## config.mk

```make
export PLATFORM = sky130hd
export DESIGN_NAME = maze_generator_flat
export DESIGN_NICKNAME = d
export VERILOG_FILES = /design/src/rtl/maze_generator_if.sv /design/src/rtl/maze_generator.sv /design/src/flat_wrapper.sv
export SDC_FILE = /design/constraint.sdc
export NUM_CORES = 2
export LEC_CHECK = 0
export ABC_CLOCK_PERIOD_IN_PS = 50400
export BUFFER_PORTS_ARGS = -buffer_cell sky130_fd_sc_hd__buf_2
export CORE_MARGIN = 5
export CORE_UTILIZATION = 45
export DETAILED_ROUTE_END_ITERATION = 7
export GPL_TIMING_DRIVEN = 0
export HOLD_SLACK_MARGIN = 0.03
export PLACE_DENSITY = 0.71
export SETUP_SLACK_MARGIN = 0.05
export SLEW_MARGIN = 40
export SYNTH_ARGS = -nofsm -noshare
export SYNTH_HDL_FRONTEND = slang
export SYNTH_SLANG_ARGS = --single-unit
```

## constraint.sdc

```tcl
create_clock -name clk -period 50.4 [get_ports clk]
set_clock_uncertainty 0.05 [all_clocks]
set_input_delay 7.56 -clock clk [delete_from_list [all_inputs] [get_ports clk]]
set_output_delay 7.56 -clock clk [all_outputs]
set_load 0.05 [all_outputs]
```

## src/rtl/maze_generator_if.sv

```systemverilog
// Interface bundle for maze_generator.
//
// Groups the start/seed request, the random-access wall readout and the
// status flags. The generator connects through the slave modport; the
// controlling stage (render pipeline or bench) uses the master modport.
//
//   start     master->slave  start request
//   seed      master->slave  16-bit LFSR seed, sampled with start
//   rd_x      master->slave  readout cell column
//   rd_y      master->slave  readout cell row
//   rd_walls  slave->master  {right_wall, down_wall} of (rd_x, rd_y), registered
//   busy      slave->master  high while clearing or carving
//   finish    slave->master  high while the finished maze is held

interface maze_generator_if #(
    parameter int unsigned COLS = 16,
    parameter int unsigned ROWS = 12
);
    localparam int unsigned XW = (COLS > 1) ? $clog2(COLS) : 1;
    localparam int unsigned YW = (ROWS > 1) ? $clog2(ROWS) : 1;

    logic          start;
    logic [15:0]   seed;
    logic [XW-1:0] rd_x;
    logic [YW-1:0] rd_y;
    logic [1:0]    rd_walls;
    logic          busy;
    logic          finish;

    modport master (
        output start,
        output seed,
        output rd_x,
        output rd_y,
        input  rd_walls,
        input  busy,
        input  finish
    );

    modport slave (
        input  start,
        input  seed,
        input  rd_x,
        input  rd_y,
        output rd_walls,
        output busy,
        output finish
    );
endinterface

```

## src/rtl/maze_generator.sv

```systemverilog
// Perfect-maze generator (depth-first recursive backtracker).
//
// On start the COLS x ROWS grid is cleared one cell per cycle, then a
// spanning tree is carved from cell (0,0) with an explicit stack, one
// push or pop per cycle, steered by a 16-bit Galois LFSR. The finished
// wall map is then held for random-access readout.
//
// Ports:
//   clk   system clock, rising edge
//   rst   synchronous, active-high reset
//   bus   maze_generator_if.slave: start, seed, rd_x, rd_y in;
//         rd_walls, busy, finish out (all outputs registered)
//
// Optional build macro:
//   MAZE_GEN_EXIT_EN  when defined, the right wall of cell (COLS-1, ROWS-1)
//                     is opened on the cycle carving completes.

module maze_generator #(
    parameter int unsigned COLS = 16,
    parameter int unsigned ROWS = 12
) (
    input logic            clk,
    input logic            rst,
    maze_generator_if.slave bus
);
    localparam int unsigned N   = COLS * ROWS;
    localparam int unsigned XW  = (COLS > 1) ? $clog2(COLS) : 1;
    localparam int unsigned YW  = (ROWS > 1) ? $clog2(ROWS) : 1;
    localparam int unsigned IW  = (N > 1) ? $clog2(N) : 1;
    localparam int unsigned SPW = $clog2(N + 1);

    localparam logic [15:0]   SeedDefault = 16'hACE1;
    localparam logic [15:0]   LfsrTaps    = 16'hB400;
    localparam logic [IW-1:0] LastIdx     = IW'(N - 1);

`ifdef MAZE_GEN_EXIT_EN
    localparam bit ExitEn = 1'b1;
`else
    localparam bit ExitEn = 1'b0;
`endif

    typedef enum logic [1:0] {
        StIdle,
        StClear,
        StCarve,
        StDone
    } state_e;

    // Directions used by the carver.
    localparam logic [1:0] DirN = 2'd0;
    localparam logic [1:0] DirE = 2'd1;
    localparam logic [1:0] DirS = 2'd2;
    localparam logic [1:0] DirW = 2'd3;

    state_e         state_q;
    logic [15:0]    lfsr_q;
    logic [IW-1:0]  clr_q;
    logic [SPW-1:0] sp_q;
    logic [XW-1:0]  stk_x_q [N];
    logic [YW-1:0]  stk_y_q [N];
    logic [N-1:0]   right_q;
    logic [N-1:0]   down_q;
    logic [N-1:0]   visited_q;
    logic           busy_q;
    logic           finish_q;
    logic [1:0]     rd_walls_q;

    function automatic logic [IW-1:0] cell_idx(input logic [XW-1:0] x,
                                               input logic [YW-1:0] y);
        return IW'(int'(y) * int'(COLS) + int'(x));
    endfunction

    // ------------------------------------------------------------------
    // Carve step: top of stack and first qualifying neighbour
    // ------------------------------------------------------------------
    logic [IW-1:0] top_ptr;
    logic [XW-1:0] cur_x;
    logic [YW-1:0] cur_y;
    logic [IW-1:0] cur_idx;
    logic [XW-1:0] nb_x;
    logic [YW-1:0] nb_y;
    logic [IW-1:0] nb_idx;
    logic [1:0]    nb_dir;
    logic          nb_found;
    logic [1:0]    cand_dir;
    logic          cand_ok;
    logic [XW-1:0] cand_x;
    logic [YW-1:0] cand_y;
    logic [15:0]   lfsr_next;

    // Only meaningful while the stack is non-empty (CARVE).
    assign top_ptr = IW'(sp_q - SPW'(1));
    assign cur_x   = stk_x_q[top_ptr];
    assign cur_y   = stk_y_q[top_ptr];
    assign cur_idx = cell_idx(cur_x, cur_y);
    assign nb_idx  = cell_idx(nb_x, nb_y);

    assign lfsr_next = {1'b0, lfsr_q[15:1]} ^ (lfsr_q[0] ? LfsrTaps : 16'h0000);

    // Candidates are tried in rotating order starting at lfsr[1:0]; the
    // first one that is in-grid and unvisited wins.
    always_comb begin
        nb_found = 1'b0;
        nb_dir   = DirN;
        nb_x     = cur_x;
        nb_y     = cur_y;
        cand_dir = DirN;
        cand_ok  = 1'b0;
        cand_x   = cur_x;
        cand_y   = cur_y;
        for (int i = 0; i < 4; i++) begin
            cand_dir = lfsr_q[1:0] + 2'(i);
            cand_ok  = 1'b0;
            cand_x   = cur_x;
            cand_y   = cur_y;
            case (cand_dir)
                DirN: if (cur_y != '0) begin
                    cand_ok = 1'b1;
                    cand_y  = cur_y - YW'(1);
                end
                DirE: if (int'(cur_x) < int'(COLS) - 1) begin
                    cand_ok = 1'b1;
                    cand_x  = cur_x + XW'(1);
                end
                DirS: if (int'(cur_y) < int'(ROWS) - 1) begin
                    cand_ok = 1'b1;
                    cand_y  = cur_y + YW'(1);
                end
                default: if (cur_x != '0) begin
                    cand_ok = 1'b1;
                    cand_x  = cur_x - XW'(1);
                end
            endcase
            if (cand_ok && !nb_found && !visited_q[cell_idx(cand_x, cand_y)]) begin
                nb_found = 1'b1;
                nb_dir   = cand_dir;
                nb_x     = cand_x;
                nb_y     = cand_y;
            end
        end
    end

    // ------------------------------------------------------------------
    // Readout addressing
    // ------------------------------------------------------------------
    logic          rd_in_range;
    logic [IW-1:0] rd_idx;

    assign rd_in_range = (int'(bus.rd_x) < int'(COLS)) && (int'(bus.rd_y) < int'(ROWS));
    assign rd_idx      = cell_idx(bus.rd_x, bus.rd_y);

    // ------------------------------------------------------------------
    // State machine and storage
    // ------------------------------------------------------------------
    // Cell and stack storage is deliberately not reset: CLEAR initialises
    // every cell before it is used.
    always_ff @(posedge clk) begin
        if (rst) begin
            state_q    <= StIdle;
            lfsr_q     <= SeedDefault;
            clr_q      <= '0;
            sp_q       <= '0;
            busy_q     <= 1'b0;
            finish_q   <= 1'b0;
            rd_walls_q <= 2'b00;
        end else begin
            // Status flags lag the state by one edge, so busy and finish
            // never overlap.
            busy_q     <= (state_q == StClear) || (state_q == StCarve);
            finish_q   <= (state_q == StDone);
            rd_walls_q <= rd_in_range ? {right_q[rd_idx], down_q[rd_idx]} : 2'b11;

            case (state_q)
                StIdle, StDone: begin
                    if (bus.start) begin
                        lfsr_q  <= (bus.seed == 16'h0000) ? SeedDefault : bus.seed;
                        clr_q   <= '0;
                        sp_q    <= '0;
                        state_q <= StClear;
                    end
                end

                StClear: begin
                    right_q[clr_q]   <= 1'b1;
                    down_q[clr_q]    <= 1'b1;
                    visited_q[clr_q] <= 1'b0;
                    if (clr_q == LastIdx) begin
                        // Seed the walk at (0,0); last index is never 0.
                        visited_q[0] <= 1'b1;
                        stk_x_q[0]   <= '0;
                        stk_y_q[0]   <= '0;
                        sp_q         <= SPW'(1);
                        state_q      <= StCarve;
                    end else begin
                        clr_q <= clr_q + IW'(1);
                    end
                end

                StCarve: begin
                    lfsr_q <= lfsr_next;
                    if (nb_found) begin
                        visited_q[nb_idx] <= 1'b0 | 1'b1;
                        case (nb_dir)
                            DirN:    down_q[nb_idx]   <= 1'b0;
                            DirE:    right_q[cur_idx] <= 1'b0;
                            DirS:    down_q[cur_idx]  <= 1'b0;
                            default: right_q[nb_idx]  <= 1'b0;
                        endcase
                        // At most N-1 pushes follow the initial entry.
                        stk_x_q[IW'(sp_q)] <= nb_x;
                        stk_y_q[IW'(sp_q)] <= nb_y;
                        sp_q               <= sp_q + SPW'(1);
                    end else begin
                        sp_q <= sp_q - SPW'(1);
                        if (sp_q == SPW'(1)) begin
                            state_q <= StDone;
                            if (ExitEn) begin
                                right_q[LastIdx] <= 1'b0;
                            end
                        end
                    end
                end

                default: state_q <= StIdle;
            endcase
        end
    end

    assign bus.busy     = busy_q;
    assign bus.finish   = finish_q;
    assign bus.rd_walls = rd_walls_q;

endmodule

```

## src/flat_wrapper.sv

```systemverilog
// flat-port wrapper written by rule: the top's interface ports become plain ports
module maze_generator_flat 
#(
    parameter int unsigned COLS = 16,
    parameter int unsigned ROWS = 12
)
  (clk, rst, bus_start, bus_seed, bus_rd_x, bus_rd_y, bus_rd_walls, bus_busy, bus_finish);
  maze_generator_if #(.COLS(COLS), .ROWS(ROWS)) bus_i ();
  input logic clk;
  input logic rst;
  input wire logic [$bits(bus_i.start)-1:0] bus_start;
  input wire logic [$bits(bus_i.seed)-1:0] bus_seed;
  input wire logic [$bits(bus_i.rd_x)-1:0] bus_rd_x;
  input wire logic [$bits(bus_i.rd_y)-1:0] bus_rd_y;
  output wire logic [$bits(bus_i.rd_walls)-1:0] bus_rd_walls;
  output wire logic [$bits(bus_i.busy)-1:0] bus_busy;
  output wire logic [$bits(bus_i.finish)-1:0] bus_finish;
  assign bus_i.start = bus_start;
  assign bus_i.seed = bus_seed;
  assign bus_i.rd_x = bus_rd_x;
  assign bus_i.rd_y = bus_rd_y;
  assign bus_rd_walls = bus_i.rd_walls;
  assign bus_busy = bus_i.busy;
  assign bus_finish = bus_i.finish;
  maze_generator #(.COLS(COLS), .ROWS(ROWS)) u_core (.clk(clk), .rst(rst), .bus(bus_i));
endmodule
```

Yosys cells after proc, flatten, opt, wreduce, memory -nomap -nowiden
Memories as Yosys holds them, arrays and structs flattened.
Cells that the tools add are included.
{ "word_totals": {"reg_bits": 614, "mem_bits_rw": 1536, "input_bits": 27, "out_inout_bits": 4, "word_cells": 217, "memories": 2} }
{ "op_classes": {"add_sub_neg": 17, "order_cmp": 14, "eq_ne": 23, "mux": 93, "bitwise": 13, "n_reduce_logical": 45} }
{ "mem_list": {"columns": ["memory", "words", "word_bits", "rd", "rd_clocked_by_memory_dff", "write_ports", "line", "rtl"], "rows": [
  ["u_core.stk_x_q", 192, 4, 1, 0, 1, "maze_generator.sv:59", "logic [XW-1:0] stk_x_q [N];"],
  ["u_core.stk_y_q", 192, 4, 1, 0, 1, "maze_generator.sv:60", "logic [YW-1:0] stk_y_q [N];"]
]} }
{ "op_table": {"columns": ["cell", "n"], "rows": [
  ["192-bit case mux with 2 select lines", 5],
  ["192-bit bitwise AND", 5],
  ["192-bit 2-to-1 mux", 3],
  ["192-bit NOT", 3],
  ["192-bit bitwise OR", 3],
  ["8-bit by 9-bit < comparator with 1-bit output, second input constant", 8],
  ["4-bit case mux with 2 select lines", 8],
  ["8-bit by 4-bit adder with 8-bit output", 7],
  ["4-bit 2-to-1 mux", 14],
  ["1-bit binary-select mux with 8-bit select", 6],
  ["16-bit 2-to-1 mux", 3],
  ["8-bit 2-to-1 mux", 6],
  ["16-bit case mux with 2 select lines", 1],
  ["1-bit 2-to-1 mux", 28],
  ["1-bit demux with 8-bit select", 3],
  ["8-bit by 1-bit greater-or-equal comparator with 1-bit output, second input constant", 3],
  ["8-bit case mux with 3 select lines", 1],
  ["2-bit 2-to-1 mux", 9],
  ["8-bit by 1-bit adder with 8-bit output, second input constant", 2],
  ["16-bit logical NOT", 1],
  ["8-bit case mux with 2 select lines", 1],
  ["15-bit by 16-bit XOR with 16-bit output", 1],
  ["2-bit == test, second input constant", 7],
  ["2-bit by 1-bit == test with 1-bit output, second input constant", 6],
  ["25 further kinds", 71]
]} }

Logic depth before layout (Yosys ltp)
An unclocked memory read counts as a cell.
{ "depth": {"depth_word": 33, "mapped_depth": 48, "depth_no_buf": 28} }

Worst setup path before layout
Ideal clock, no wire load.
{ "synth_timing": {"kind": "register -> register", "startpoint": "register u_core.sp_q[0]", "endpoint": "memory u_core.stk_y_q[0][2] (netlist name) (data pin)", "setup_time_ns": 1.628, "arrival_ns": 15.823, "required_ns": 48.722, "path_slack_ns": 32.899, "path_stages_with_launch": 43, "n_path_buf": 18, "synth_period_minus_slack_ns": 17.501, "path_cell_list": "dfxtp_1 -> buf_6 -> buf_6 -> buf_6 -> buf_6 -> inv_2 -> buf_2 -> ha_1 -> buf_2 -> buf_4 -> buf_2 -> buf_2 -> buf_2 -> clkbuf_1 -> clkbuf_1 -> mux4_2 -> mux2i_1 -> mux2i_1 -> (+7 left out) -> nor2_1 -> or4b_1 -> clkbuf_1 -> a31oi_1 -> o21ai_0 -> a211oi_2 -> or2_2 -> a311oi_1 -> a311oi_1 -> o2111ai_1 -> a211oi_2 -> buf_4 -> nand4b_1 -> nand2_1 -> or2_1 -> clkbuf_1 -> clkbuf_1 -> nor3_1"} }
{ "synth_between": {"elab_chain_cells": 29, "elab_cells_between_ends": 71, "classes_between": "9 x add/sub; 2 x order compare; 41 x mux; 17 x reduce/logical; 2 x memory"} }
{ "synth_rtl": {"columns": ["item", "line", "rtl"], "rows": [
  ["from (decl)", "maze_generator.sv:58", "logic [SPW-1:0] sp_q;"],
  ["from (signal assigned)", "maze_generator.sv:212", "sp_q <= sp_q + SPW'(1);"],
  ["from (signal assigned)", "maze_generator.sv:214", "sp_q <= sp_q - SPW'(1);"],
  ["8-bit by 1-bit subtractor with 8-bit output *", "maze_generator.sv:92", "assign top_ptr = IW'(sp_q - SPW'(1));"],
  ["memory 192 x 4 bit (on tied branches)", null, null],
  ["4-bit by 1-bit subtractor with 4-bit output (tied with other cells)", "maze_generator.sv:131", "cand_x = cur_x - XW'(1);"],
  ["4-bit 2-to-1 mux (on tied branches)", null, null],
  ["4-bit case mux with 2 select lines", "maze_generator.sv:116", "case (cand_dir)"],
  ["8-bit by 4-bit adder with 8-bit output", "maze_generator.sv:70", "return IW'(int'(y) * int'(COLS) + int'(x));"],
  ["1-bit binary-select mux with 8-bit select", "maze_generator.sv:134", "if (cand_ok && !nb_found && !visited_q[cell_idx(cand_x, cand_y)]) begin"],
  ["1-bit 2-to-1 mux (implied by the code)", "maze_generator.sv:134", null],
  ["(+12 left out)", null, null],
  ["1-bit logical AND (2 in series)", "maze_generator.sv:134", null],
  ["1-bit 2-to-1 mux", "maze_generator.sv:134", null],
  ["1-bit 2-to-1 mux", "maze_generator.sv:201", "if (nb_found) begin"],
  ["1-bit 2-to-1 mux", "maze_generator.sv:173", "case (state_q)"],
  ["1-bit 2-to-1 mux", "maze_generator.sv:158", "if (rst) begin"],
  ["1-bit 2-to-1 mux (implied by the code)", "maze_generator.sv:211", "stk_y_q[IW'(sp_q)] <= nb_y;"],
  ["4-bit OR reduction (no line)", null, null],
  ["4-bit 2-to-1 mux (no line) *", null, null],
  ["to (decl)", "maze_generator.sv:60", null]
]} }
Mark *: on every way between the ends. The rest lies on a longest branch, timed or not. The select of a mux whose other input is x is not followed.

Worst setup path in the final report
{ "layout_timing": {"startpoint": "register u_core.sp_q[0]", "endpoint": "memory u_core.stk_y_q[74][2] (netlist name) (enable)"} }
{ "layout_between": {"elab_chain_cells": 29, "elab_cells_between_ends": 68, "classes_between": "9 x add/sub; 2 x order compare; 38 x mux; 17 x reduce/logical; 2 x memory"} }
{ "layout_rtl": {"columns": ["item", "line"], "rows": [
  ["8-bit by 1-bit subtractor with 8-bit output", "maze_generator.sv:92"],
  ["memory 192 x 4 bit (on tied branches)", null],
  ["4-bit by 1-bit subtractor with 4-bit output (tied with other cells)", "maze_generator.sv:131"],
  ["4-bit 2-to-1 mux (on tied branches)", null],
  ["4-bit case mux with 2 select lines", "maze_generator.sv:116"],
  ["8-bit by 4-bit adder with 8-bit output", "maze_generator.sv:70"],
  ["1-bit binary-select mux with 8-bit select", "maze_generator.sv:134"],
  ["1-bit 2-to-1 mux (implied by the code)", "maze_generator.sv:134"],
  ["(+12 left out)", null],
  ["1-bit logical AND (2 in series)", "maze_generator.sv:134"],
  ["1-bit 2-to-1 mux", "maze_generator.sv:134"],
  ["1-bit 2-to-1 mux", "maze_generator.sv:201"],
  ["1-bit 2-to-1 mux", "maze_generator.sv:173"],
  ["1-bit 2-to-1 mux", "maze_generator.sv:158"],
  ["1-bit 2-to-1 mux (implied by the code)", "maze_generator.sv:211"],
  ["4-bit OR reduction (no line)", null],
  ["8-bit 2-to-1 mux (no line) / 1-bit 2-to-1 mux (equally long branches)", null]
]} }
Several ways; a longest one is shown, not always the timed one. The select of a mux whose other input is x is not followed.

==> results.md <==
- The worst slack on hold paths is 0.412 ns.
- The dominant synthesized flop cell is edfxtp_1.
- The worst reg-to-reg setup slack is 32.22 ns.
- The final cycle utilization of the critical path is 36.1%.
- The most prevalent standard cell on the critical path is buf_2.
- The maximum net fanout on the critical path is 11.
- After detailed routing, the number of vias per cell comes to 7.54.
- The count of cells resized by post-cts repair is 0.
- The number of unique standard cell types used by synthesis is 127.
- The synthesis-to-layout area growth is 16.6%.
- In the layout the commonest cells are edfxtp_1, nand2_1, mux4_2.
- The startpoint kind of the worst setup timing path is a flip-flop.
- The synthesized instance count is 7323.
- Along the worst hold path, the cell count comes to 2.
- Once detail routing completed, the nets flagged for antenna violations numbered 0.
- The initial utilization of the core area, before any placement, comes to 45.3%.
- The share of final-layout standard cells stronger than drive strength 1 is 26.6%.
- After legalization and detailed placement, the total HPWL measured 428 mm.
- The final setup violation count is 0.
- In this run the worst hold path is classified as flip-flop to flip-flop.
- The worst relative slew slack is 30.9%.
- The detailed-router iteration count before antenna repair is 8.
- The max-slew violation count is 0.
- The detail-routed net length per standard cell is 51.9 µm.
- The count of routing violations after the opening detailed-route iteration is 15700.
- The largest net degree at the start of global routing is 66.
- The tree is rooted in a clkbuf_16.
- The worst register-to-register path ends at u_core.stk_y_q[74][2].
- The via count of the first global-routing pass is 78100.
- The total wire length is 579 mm.
- The final reports fail on design-rule violations.
- The worst hold path startpoint is u_core.lfsr_q[12].
- Counting every net in the synthesized netlist gives 7377.
- Leaving out fill and tap cells, the most frequent cell in the layout is edfxtp_1.
- The beginning of the worst register-to-register path is u_core.sp_q[0].
- The highest cell delay on the worst timing path is 0.82 ns.
- Data on the critical path is required at its endpoint by 50.91 ns.
- For this design, the slowest cell found on the critical path is nand4_1.
- Each instance of the synthesized netlist takes up on average 14.3 µm².
- After floorplanning, the core was sized to cover 0.231 mm².
- The maximum root-to-sink buffer count is 3.
- The total overflow left after global routing is 0.
- Adding up every negative setup slack in the final design gives 0 ns.
- The floorplan die area is 0.242 mm².
- The flow ran to the end, but the final reports show violations.
- In this run the core area contains 176 standard-cell rows.
- The path with the worst hold slack has its endpoint at u_core.lfsr_q[12].
- The worst path needs 18.18 ns of the cycle, external delays included.
- Timing would allow up to 0.0550 GHz.
- Counting flops and latches in the post-synthesis netlist gives 2150.
- The placed instance area is 0.114 mm².
- The synthesized design contains 2112 enable-type register cells.
- The area of the multi-input gates is 0.0386 mm².
- The post-route standard cell area excluding fillers is 0.122 mm².
- After clock tree synthesis, the clock-pin slew on the worst setup and hold paths is 0.06 ns.
- The path depth of the worst reg2reg path is 46.
- During I/O placement, the number of pins put on the boundary was 31.
- The CTS H-tree depth is 4.
- The final route contains 84100 vias.
- The number of buffers inserted for hold repair after clock tree synthesis is 0.
- The tool flagged a number of max-cap violations equal to 0.
- Summing all flip-flop and latch instances after layout gives 0.0642 mm².
- TritonCTS built the clock tree.
- The number of buffers inserted by post-CTS setup repair is 0.
- The register area share after synthesis is 61.5%.
- The number of warnings issued by yosys is 0.
- Fill cells in the final layout number 18800.
- Clock tree synthesis inserted a total of 221 buffers.
- Data on the critical path arrives at its endpoint at 18.69 ns.
- The final-stage net count is 7957.
- For this run, asynchronously set or reset flops after synthesis account for 0%.
- The slew at the pin closest to its max-slew limit is 1.03 ns.
- In the global route stage, overall resource usage came out at 46.7%.
- The die extent in x is 492 µm.
- The clock latency on the worst-skew pair is 0.95 ns.
- The hold violation total from the final report is 0.
- The congestion estimate from routability-driven global placement came to 1.08.
- After synthesis the cells add up to 0.104 mm².
- The critical path class is flip-flop to flip-flop.
- Clock tree synthesis found a total of 2150 sinks.
- The capturing element type of the critical path is a flip-flop.
- The count of buffers added on input and output ports is 26.
- Setup repair after global routing left no endpoint under its margin.
- The initial antenna violation count is 52.
- The post-detailed-route DRC marker count is 4.
- The vertical extent of the die is 492 µm.
- The first global-routing pass estimated 751 mm of wire.
==> state kept, by name (all words and copies together), names as in the netlist <==
signal	flops
u_core.bus.rd_walls	2
u_core.bus.busy	1
u_core.bus.finish	1
u_core.stk_y_q	768
u_core.visited_q	192
u_core.sp_q	8
u_core.right_q	192
u_core.down_q	192
u_core.lfsr_q	16
u_core.state_q	2
u_core.clr_q	8
u_core.stk_x_q	768
==> final cells by class <==
type / instances / area share [%]
buffer: 602 / 2.67
multi-input combinational: 4498 / 31.7
timing repair buffer: 357 / 3.34
clock inverter: 146 / 1.39
inverter: 73 / 0.225
antenna: 32 / 0.0658
sequential: 2150 / 52.7
clock buffer: 268 / 4.76
tap: 3026 / 3.11
==> metal layers <==
metal  global-route usage (%)  part of all wire, %
met1                     55.5                   33
met2                     68.7                   43
met3                     14.4                   12
met4                     41.5                   12
met5                        0                0.032
==> worst max-delay path: cells and delay by family, from the launching register on <==
kind / cells / cell delay, ns
and+or+nand+nor: 13 / 4.93
AOI/OAI and AO/OA: 5 / 2.37
DFF: 1 / 0.42
buffers and inverters: 22 / 8.10
adders and majority gates: 2 / 0.54
muxes: 3 / 0.96
xor gates and xnor gates: 1 / 0.32
==> cell usage after synthesis, types with 11 or more instances <==
master     count  share of area, %
a2111oi_0     18              0.15
a211o_1       18              0.15
a211oi_1      58              0.42
a21oi_1      398               1.9
a221oi_1      96              0.81
a221oi_2      13              0.19
a22o_1        78              0.65
a22oi_1       33              0.24
a311oi_1      23              0.19
a31oi_1      127              0.76
a32o_1        11              0.11
a32oi_1       33              0.28
and2_1        61              0.37
and3_1        95              0.57
buf_1         48              0.17
buf_2        154              0.74
buf_4         68              0.49
buf_6         39              0.42
clkbuf_1     291               1.0
dfxtp_1       38              0.73
edfxtp_1    2112                61
ha_1          27              0.32
inv_1         69              0.25
mux2_2        46              0.50
mux2i_1      338               3.2
mux4_2       545                12
nand2_1      643               2.3
nand2b_1      24              0.14
nand3_1      164              0.79
nand4_1       40              0.24
nor2_1       524               1.9
nor2b_1       20              0.12
nor3_1        62              0.30
nor4_1       101              0.61
o2111ai_1     15              0.13
o211ai_1      44              0.32
o21ai_0      213               1.0
o21ai_1       33              0.16
o221ai_1      19              0.16
o22ai_1      251               1.5
o31ai_1       14              0.10
o32ai_1       14              0.12
or3_1         23              0.14
==> stage by stage <==
stage / setup slack, ns / std cells / utilization [%]
after floorplan: 32.90 / 7323 / -
after global placement: 17.40 / 10400 / 47.0
after detailed placement: 33.11 / 10700 / 49.5
after CTS: 33.02 / 11100 / 52.7
after global routing: 32.51 / 11100 / 52.8
final: 32.22 / 11200 / 52.8
==> logic make-up (layout without fill, tap and decap cells) <==
kind of cell,count (synthesis),count (layout),synth area share (%)
and+or+nand+nor,1859,1859,8.53
DFF,2150,2150,61.5
other,0,32,0
xor gates and xnor gates,20,20,0.200
muxes,931,931,15.5
adders and majority gates,27,27,0.323
buffers and inverters,675,1446,3.15
AOI/OAI and AO/OA,1661,1661,10.8
==> worst max path at each step <==
stage,from,endpoint,cells past startpoint
floorplan,u_core.sp_q[0],u_core.stk_y_q[0][2],42
global placement,u_core.sp_q[0],u_core.stk_y_q[120][2],43
detailed placement,u_core.sp_q[0],u_core.stk_x_q[72][2],46
CTS,u_core.sp_q[0],u_core.stk_y_q[72][2],46
global route,u_core.sp_q[0],u_core.stk_y_q[74][3],46
finish,u_core.sp_q[0],u_core.stk_y_q[74][2],46
Power is left out: the tool's default activity adds up to more than one toggle a clock period on the data nets, which glitch-free logic cannot reach.
